--- config.mk ---
export PLATFORM = sky130hd
export DESIGN_NAME = uart_rx_ctrl
export DESIGN_NICKNAME = d
export VERILOG_FILES = /design/src/rtl/uart_lite_pkg.sv /design/src/rtl/uart_rx_fifo.sv /design/src/rtl/uart_rx_ctrl.sv
export SDC_FILE = /design/constraint.sdc
export NUM_CORES = 1
export LEC_CHECK = 0
export CAP_MARGIN = 10
export CORE_AREA = 2 2 84 86
export CTS_BUF_LIST = sky130_fd_sc_hd__clkbuf_16
export DETAILED_ROUTE_END_ITERATION = 10
export DIE_AREA = 0 0 86 88
export GPL_TIMING_DRIVEN = 0
export PLACE_DENSITY = 0.78
export SYNTH_ARGS = -nofsm -noshare
export SYNTH_HDL_FRONTEND = slang
export SYNTH_SLANG_ARGS = --single-unit
--- constraint.sdc ---
create_clock -name clk_i -period 2.9 [get_ports clk_i]
set_input_delay 0.435 -clock clk_i [delete_from_list [all_inputs] [get_ports clk_i]]
set_output_delay 0.435 -clock clk_i [all_outputs]
set_load 0.03 [all_outputs]
--- src/rtl/uart_lite_pkg.sv ---
// Shared types for the UART receive controller.
// Holds the controller state enum and error counter helpers.
package uart_lite_pkg;

  typedef enum logic [1:0] {
    DISABLED,
    ARM,
    RUN
  } rx_ctrl_state_t;

  localparam int ERR_CNT_W = 8;

  // Saturating error counter step; an increment beats a clear.
  function automatic logic [ERR_CNT_W-1:0] err_cnt_next(
    input logic [ERR_CNT_W-1:0] cnt,
    input logic                 inc,
    input logic                 clr
  );
    logic [ERR_CNT_W-1:0] res;
    res = cnt;
    if (clr && inc) begin
      res = ERR_CNT_W'(1);
    end else if (clr) begin
      res = '0;
    end else if (inc && (cnt != {ERR_CNT_W{1'b1}})) begin
      res = cnt + ERR_CNT_W'(1);
    end
    return res;
  endfunction

endpackage

--- src/rtl/uart_rx_fifo.sv ---
// Small first-word fall-through FIFO for received characters.
// Flush wins over a same-cycle push and pop.
module uart_rx_fifo #(
  parameter int W     = 8,
  parameter int DEPTH = 4
) (
  input  logic                       clk_i,
  input  logic                       rst_ni,
  input  logic                       push_i,
  input  logic                       pop_i,
  input  logic                       flush_i,
  input  logic [W-1:0]               data_i,
  output logic [W-1:0]               data_o,
  output logic                       full_o,
  output logic                       empty_o,
  output logic [$clog2(DEPTH):0]     level_o
);

  localparam int AW = $clog2(DEPTH);
  localparam logic [AW:0] FULL_LVL = (AW+1)'(DEPTH);

  logic [W-1:0]  r_mem [DEPTH];
  logic [AW-1:0] r_wr;
  logic [AW-1:0] r_rd;
  logic [AW:0]   r_level;
  logic          w_push;
  logic          w_pop;

  assign full_o  = (r_level == FULL_LVL);
  assign empty_o = (r_level == '0);
  assign w_pop   = pop_i && !empty_o;
  assign w_push  = push_i && (!full_o || w_pop);
  assign level_o = r_level;
  assign data_o  = empty_o ? '0 : r_mem[r_rd];

  // Character storage; a flushed push is not written.
  always_ff @(posedge clk_i or negedge rst_ni) begin
    if (!rst_ni) begin
      for (int i = 0; i < DEPTH; i++) r_mem[i] <= '0;
    end else if (w_push && !flush_i) begin
      r_mem[r_wr] <= data_i;
    end
  end

  // Pointers wrap naturally; level tracks push minus pop.
  always_ff @(posedge clk_i or negedge rst_ni) begin
    if (!rst_ni) begin
      r_wr    <= '0;
      r_rd    <= '0;
      r_level <= '0;
    end else if (flush_i) begin
      r_wr    <= '0;
      r_rd    <= '0;
      r_level <= '0;
    end else begin
      if (w_push) r_wr <= r_wr + AW'(1);
      if (w_pop)  r_rd <= r_rd + AW'(1);
      if (w_push && !w_pop) begin
        r_level <= r_level + (AW+1)'(1);
      end else if (w_pop && !w_push) begin
        r_level <= r_level - (AW+1)'(1);
      end
    end
  end

endmodule

--- src/rtl/uart_rx_ctrl.sv ---
// UART receive controller: arming FSM, character FIFO, error status.
// Define UART_RX_CTRL_ERRCNT_EN to build the saturating error counters.
module uart_rx_ctrl
  import uart_lite_pkg::*;
#(
  parameter int DATA_BITS  = 8,
  parameter int FIFO_DEPTH = 4,
  parameter int ARM_CYCLES = 160
) (
  input  logic                          clk_i,
  input  logic                          rst_ni,
  input  logic                          enable_i,
  input  logic                          flush_i,
  input  logic                          clear_i,
  input  logic                          rx_i,
  input  logic [DATA_BITS-1:0]          char_i,
  input  logic                          valid_i,
  input  logic                          frame_error_i,
  input  logic                          parity_error_i,
  output logic                          rx_rst_o,
  output logic [DATA_BITS-1:0]          data_o,
  output logic                          data_valid_o,
  input  logic                          data_ready_i,
  output logic [$clog2(FIFO_DEPTH):0]   level_o,
  output logic                          overrun_o,
  output logic                          frame_err_o,
  output logic                          parity_err_o,
  output logic [ERR_CNT_W-1:0]          frame_cnt_o,
  output logic [ERR_CNT_W-1:0]          parity_cnt_o,
  output logic [ERR_CNT_W-1:0]          overrun_cnt_o
);

  localparam int CW = $clog2(ARM_CYCLES);
  localparam logic [CW-1:0] CNT_LAST = CW'(ARM_CYCLES - 1);

  rx_ctrl_state_t r_state;
  rx_ctrl_state_t w_state_nx;
  logic [CW-1:0]  r_cnt;
  logic [CW-1:0]  w_cnt_nx;
  logic           r_rx_rst;
  logic           r_overrun;
  logic           r_frame;
  logic           r_parity;
  logic           w_run;
  logic           w_push;
  logic           w_full;
  logic           w_empty;
  logic           w_drop;
  logic           w_frame_ev;
  logic           w_parity_ev;

  // Next state and idle counter for the arming sequence.
  always_comb begin
    w_state_nx = r_state;
    w_cnt_nx   = r_cnt;
    unique case (r_state)
      DISABLED: begin
        if (enable_i) begin
          w_state_nx = ARM;
          w_cnt_nx   = '0;
        end
      end
      ARM: begin
        if (!enable_i) begin
          w_state_nx = DISABLED;
        end else if (!rx_i) begin
          w_cnt_nx = '0;
        end else if (r_cnt == CNT_LAST) begin
          w_state_nx = RUN;
        end else begin
          w_cnt_nx = r_cnt + CW'(1);
        end
      end
      RUN: begin
        if (!enable_i) w_state_nx = DISABLED;
      end
      default: begin
        w_state_nx = DISABLED;
      end
    endcase
  end

  // State, counter and the registered recovery-block reset.
  always_ff @(posedge clk_i or negedge rst_ni) begin
    if (!rst_ni) begin
      r_state  <= DISABLED;
      r_cnt    <= '0;
      r_rx_rst <= 1'b1;
    end else begin
      r_state  <= w_state_nx;
      r_cnt    <= w_cnt_nx;
      r_rx_rst <= (w_state_nx != RUN);
    end
  end

  assign w_run       = (r_state == RUN);
  assign w_push      = w_run && enable_i && valid_i;
  assign w_frame_ev  = w_run && frame_error_i;
  assign w_parity_ev = w_run && parity_error_i;
  assign w_drop      = w_push && w_full && !data_ready_i && !flush_i;

  uart_rx_fifo #(
    .W     (DATA_BITS),
    .DEPTH (FIFO_DEPTH)
  ) u_fifo (
    .clk_i   (clk_i),
    .rst_ni  (rst_ni),
    .push_i  (w_push),
    .pop_i   (data_ready_i),
    .flush_i (flush_i),
    .data_i  (char_i),
    .data_o  (data_o),
    .full_o  (w_full),
    .empty_o (w_empty),
    .level_o (level_o)
  );

  assign data_valid_o = !w_empty;
  assign rx_rst_o     = r_rx_rst;

  // Sticky status flags; a set beats a same-cycle clear.
  always_ff @(posedge clk_i or negedge rst_ni) begin
    if (!rst_ni) begin
      r_overrun <= 1'b0;
      r_frame   <= 1'b0;
      r_parity  <= 1'b0;
    end else begin
      r_overrun <= w_drop      || (r_overrun && !clear_i);
      r_frame   <= w_frame_ev  || (r_frame   && !clear_i);
      r_parity  <= w_parity_ev || (r_parity  && !clear_i);
    end
  end

  assign overrun_o    = r_overrun;
  assign frame_err_o  = r_frame;
  assign parity_err_o = r_parity;

`ifdef UART_RX_CTRL_ERRCNT_EN
  logic [ERR_CNT_W-1:0] r_frame_cnt;
  logic [ERR_CNT_W-1:0] r_parity_cnt;
  logic [ERR_CNT_W-1:0] r_overrun_cnt;

  // Saturating error event counters.
  always_ff @(posedge clk_i or negedge rst_ni) begin
    if (!rst_ni) begin
      r_frame_cnt   <= '0;
      r_parity_cnt  <= '0;
      r_overrun_cnt <= '0;
    end else begin
      r_frame_cnt   <= err_cnt_next(r_frame_cnt, w_frame_ev, clear_i);
      r_parity_cnt  <= err_cnt_next(r_parity_cnt, w_parity_ev, clear_i);
      r_overrun_cnt <= err_cnt_next(r_overrun_cnt, w_drop, clear_i);
    end
  end

  assign frame_cnt_o   = r_frame_cnt;
  assign parity_cnt_o  = r_parity_cnt;
  assign overrun_cnt_o = r_overrun_cnt;
`else
  assign frame_cnt_o   = '0;
  assign parity_cnt_o  = '0;
  assign overrun_cnt_o = '0;
`endif

endmodule
[Yosys cells after proc, flatten, opt, wreduce, memory -nomap -nowiden]
Cells that the tools add are included.
Widths: inputs -> output; s select.
Cells by class
  bitwise gates (word level): 2
  reductions and logical operators: 34
  add/sub/neg operators: 5
  equal/unequal tests: 8
  order comparisons: 3
  mux-type cells: 25
Operators with widths (count)
  $mux 8: 8
  $bwmux 32: 1
  $mux 2: 9
  $bmux 8 s2: 1
  $demux 8 s2: 1
  $logic_and 1x1->1: 16
  $pmux 8 s2: 1
  $mux 3: 3
  $add 8x1->8 const B: 1
  $eq 8x8->1 const B: 1
  $logic_not 1->1: 7
  $ge 3x3->1 const B: 2
  $ne 2x2->1 const B: 3
  $not 2->3: 2
  $pmux 2 s3: 1
  $reduce_bool 2->1: 3
  $add 2x1->2 const B: 2
  $logic_or 1x1->1: 4
  $reduce_and 4->1: 1
  $add 3x1->3 const B: 1
  $eq 3x3->1 const B: 1
  $logic_not 3->1: 1
  $lt 3x1->1 const B: 1
  $ne 3x3->1 const B: 1
  other kinds (5): 5
Word-level totals
  output and inout port bits: 40
  bits in registers: 53

[Longest topological paths before layout]
  depth in word-level cells: 10
  depth in mapped cells: 7

[Cells and area by module]
From an unflattened synthesis, not the netlist that was laid out.
Second synthesis, totals
  cell total of the unflattened synthesis: 245
  area, all modules: 2889.0 um^2
By module, submodules not included
  uart_rx_fifo: sequential area each 975.9 um^2, area an instance 2010.7 um^2, times used 1, cells each 150
  uart_rx_ctrl: sequential area each 351.6 um^2, area an instance 878.3 um^2, times used 1, cells each 95

[Least setup slack after synthesis]
No wires, ideal clock.
  path kind: register -> register
  from: register u_fifo.r_level[0] (netlist: u_fifo.level_o[0])
  to: register u_fifo.r_level[2] (netlist: u_fifo.level_o[2])
  data required time: 2774 ps
  library setup time: 126 ps
  buffers on the path: 0
  cell stages (with the launch flop): 8
  arrival: 2037 ps
  period minus slack after synthesis: 2163 ps
  path slack: 737 ps
  cells stage by stage: dfrtp_1 nor2_1 nand2_1 and3_1 fa_1 or3_1 a32oi_1 a21oi_1
On the way
  longest elaborated chain between the ends: 8
  elaborated cells between the ends (all ways): 17
  those cells by class: add/sub: 2; eq/ne: 1; mux: 3; reduce/logical: 11
RTL lines
  from (decl): line uart_rx_fifo.sv:25  | logic [AW:0] r_level;
  from (signal assigned): line uart_rx_fifo.sv:59  | r_level <= r_level + (AW+1)'(1);
  from (signal assigned): line uart_rx_fifo.sv:61  | r_level <= r_level - (AW+1)'(1);
  branches (longest 8 deep; another with $sub 3x1->3)
Parallel ways; which one is timed is not known. The select of a mux whose other input is x is not followed.
A chain may end at the register's enable or synchronous reset.

[Final worst setup path]
  from: register u_fifo.r_rd[1]
  to: output port data_o[0]
On the way
  longest elaborated chain between the ends: 5
RTL lines
  from (decl): line uart_rx_fifo.sv:24  | logic [AW-1:0] r_rd;
  from (signal assigned): line uart_rx_fifo.sv:57  | if (w_pop) r_rd <= r_rd + AW'(1);
  $not 2->3 (implied by the code): line uart_rx_fifo.sv:34  | assign data_o = empty_o ? '0 : r_mem[r_rd];
  $bmux 8 s2: line uart_rx_fifo.sv:34
  $mux 8 (implied by the code) (2 in series): line uart_rx_fifo.sv:34
  $mux 8: line uart_rx_fifo.sv:34
  to (decl): line uart_rx_ctrl.sv:21  | output logic [DATA_BITS-1:0] data_o,
No other way between the ends. The select of a mux whose other input is x is not followed.

==> flow_metrics.py <==
metrics = {
    "yosys": {
        "syn_area_um2": 3020,
        "ys_warn_count": 0,
        "synth_ff_type": "dfrtp_1",
        "yosysTopAreaCell": "dfrtp_1",
        "ys_async_sr_fraction": 1.00,
        "seq_area_frac_synth": 0.440,
        "ys_types": 48,
        "syn_inst": 247,
        "syn_area_per_cell_um2": 12.2,
        "ys_top_cells_by_area": "dfrtp_1 (43%), mux2_4 (16%), buf_4 (6.0%)",
        "synth_top_area_frac": 0.432,
        "synth_edf_count": 0,
        "synth_seq_cells": 53,
    },
    "sta": {
        "skew_ns": 0.00488,
        "finalHoldViolCount": 0,
        "fin_crit_ns": 2.72,
        "rsz0062_at_grt": "no",
        "min_period_over_period": 0.937,
        "tightest_slew_ns": 0.639,
        "setup_viol": 0,
        "drv_slew": 0,
        "tns_ns": 0,
        "fmax_ghz": 0.368,
        "slew_headroom": 0.574,
    },
    "flow_run": {
        "drv_cap": 0,
    },
    "floorplanning": {
        "die_area_um2": 7570,
        "std_cell_rows": 30,
        "coreArea_um2": 6640,
        "boundaryPins": 58,
        "fp.dieH_um": 88,
        "initial_core_util": 0.454,
        "die_w_um": 86,
    },
    "critical_path": {
        "crit_path_end": "data_o[0]",
        "timing.rr.start": "u_fifo.level_o[0]",
        "cp.required_ns": 2.47,
        "cp.arrival_ns": 2.28,
        "path_class": "reg -> out",
        "path_max_fanout": 9,
        "worstSetupStartpointType": "register",
        "critPathLaunch": "u_fifo.r_rd[1]",
        "reg2reg_depth": 7,
        "worstSetupEndpointType": "output pin",
        "r2r-end": "u_fifo.level_o[2]",
        "rrSetupSlack_ns": 0.61,
    },
    "final_layout": {
        "final_cell_mix": "dfrtp_1 (52), mux2_4 (32), clkdlybuf4s50_1 (30), buf_4 (24), conb_1 (24)",
        "seq_area_um2": 1330,
        "n_fill_cell": 572,
        "antenna_cells": 0,
        "areaGrowthSynthToFinish_pct": 22.4,
        "final_cells": 390,
        "multi_input_area_um2": 1470,
        "drive_above_1_share": 0.287,
        "layout.nets": 333,
        "final_common_cell": "dfrtp_1",
    },
    "clock_tree": {
        "post_cts_buffers": 0,
        "clk_pin_slew_ns": 0.07,
        "clk_latency_ns": 0.29,
        "cts.path.max_buffers": 2,
        "cts_hold_buf": 0,
        "cts_buffers": 5,
        "cts_htree_levels": 2,
        "cts-root-buf": "clkbuf_16",
        "cts_resized": 0,
        "cts.sinks": 53,
        "tritoncts": "built",
    },
    "global_routing": {
        "antenna_found_initial": 0,
        "grt_pass1_vias": 2045,
        "grt-ovfl-total": 0,
        "grt_max_degree": 28,
        "grt_pass1_wl_um": 10100,
        "track_usage": 0.172,
    },
    "pwr": {
        "power.density_nw_per_um2": 417,
        "cellLeakagePower_nw": 1.73,
        "ir_worst_vdd_mv": 0.218,
        "power_mw": 1.54,
    },
    "routing": {
        "drtIter0Drc": 115,
        "avgRoutedWirePerCell_um": 14.9,
        "routed_wirelength_um": 5830,
        "vias_per_cell": 4.97,
        "antenna_left": 0,
        "vias": 1937,
        "dr.pass1.iters": 4,
        "drc": 0,
    },
    "place": {
        "dp_hpwl_um": 3930,
        "dp_cells": 382,
        "gp_congestion": 0.802,
        "place.port_buffers": 31,
    },
    "status": {
        "outcome": "completed",
    },
    "worst_hold_path": {
        "hp-class": "in -> async",
    },
}
==> cells by family (layout without fill, tap and decap cells) <==
group           Yosys count  after routing  synth area share
other cells               1             24           0.00124
buf+inv                  46             86             0.102
flops                    53             53             0.440
mux                      41             41             0.223
fa+ha+maj                 6              6            0.0274
xor+xnor                  4              4            0.0116
simple gates             59             59             0.114
compound gates           37             37            0.0805
==> power breakdown <==
group | total [mW] | leakage, nW | switching, mW | internal (mW)
logic | 0.136 | 0.912 | 0.0836 | 0.0524
registers | 0.745 | 0.734 | 0.00309 | 0.742
clock network | 0.659 | 0.0826 | 0.257 | 0.401
==> through the flow <==
stage / hold slack [ns] / area [um2] / setup WS [ns] / util
2_1_floorplan: 0.139 / 3100 / 0.737 / -
3_3_place_gp: 0.456 / 3510 / -0.231 / 0.529
3_5_place_dp: 0.468 / 3530 / 0.221 / 0.531
4_1_cts: 0.188 / 3690 / 0.164 / 0.555
5_1_grt: 0.212 / 3690 / 0.115 / 0.555
6_report: 0.162 / 3690 / 0.183 / 0.555
==> cell usage after synthesis (all sizes together), types with 2 or more instances <==
| master | instances |
|---|---|
| a21oi | 12 |
| a22o | 3 |
| a41oi | 2 |
| and2 | 13 |
| and3 | 2 |
| buf | 35 |
| dfrtp | 52 |
| ha | 5 |
| inv | 10 |
| mux2 | 33 |
| mux4 | 8 |
| nand2 | 10 |
| nand2b | 2 |
| nand3 | 6 |
| nor2 | 10 |
| nor3 | 5 |
| o21ai | 9 |
| o31ai | 2 |
| o41ai | 2 |
| xnor2 | 3 |
==> per-layer routing <==
metal / routed length [um] / vias to the layer above / part of all wire / global-route usage
met3: 272 / 12 / 0.047 / 0.0368
met5: 0 / - / 0 / 0
li1: - / 951 / - / -
met2: 2780 / 55 / 0.48 / 0.280
met4: 111 / 0 / 0.019 / 0.0577
met1: 2670 / 919 / 0.46 / 0.230
==> worst min path at each step <==
stage                                   to  slack [ns]  depth (start not counted)
after floorplan                frame_err_o        0.14                          0
after detailed placement          r_cnt[7]        0.47                          1
final                     u_fifo.r_mem[25]        0.16                          1
after CTS                 u_fifo.r_mem[14]        0.19                          1
after global placement            r_cnt[7]        0.46                          1
after global routing      u_fifo.r_mem[25]        0.21                          1
==> worst max-delay path, cell delays in order (launching register included) <==
cell and delay, ns:
dfrtp_1 0.32, buf_1 0.48, mux4_2 0.41, and2_1 0.18
clkdlybuf4s50_1 0.59
==> flip-flops by register name, summed over array words and instances (netlist names) <==
| signal | flops |
|---|---|
| frame_err_o | 1 |
| u_fifo.level_o | 3 |
| rx_rst_o | 1 |
| u_fifo.r_wr | 2 |
| parity_err_o | 1 |
| r_state | 2 |
| u_fifo.r_rd | 2 |
| u_fifo.r_mem | 32 |
| r_cnt | 8 |
| overrun_o | 1 |
==> cell type report <==
type | count | area share
inverters | 10 | 0.0102
multi-input cells | 171 | 0.397
repair buffers | 32 | 0.0882
flip-flops and latches | 53 | 0.360
clock buffers | 5 | 0.0339
well taps | 80 | 0.0271
clock inverters | 3 | 0.0102
plain buffers | 36 | 0.0732
Note: power is estimated with default switching activity, not from simulation.
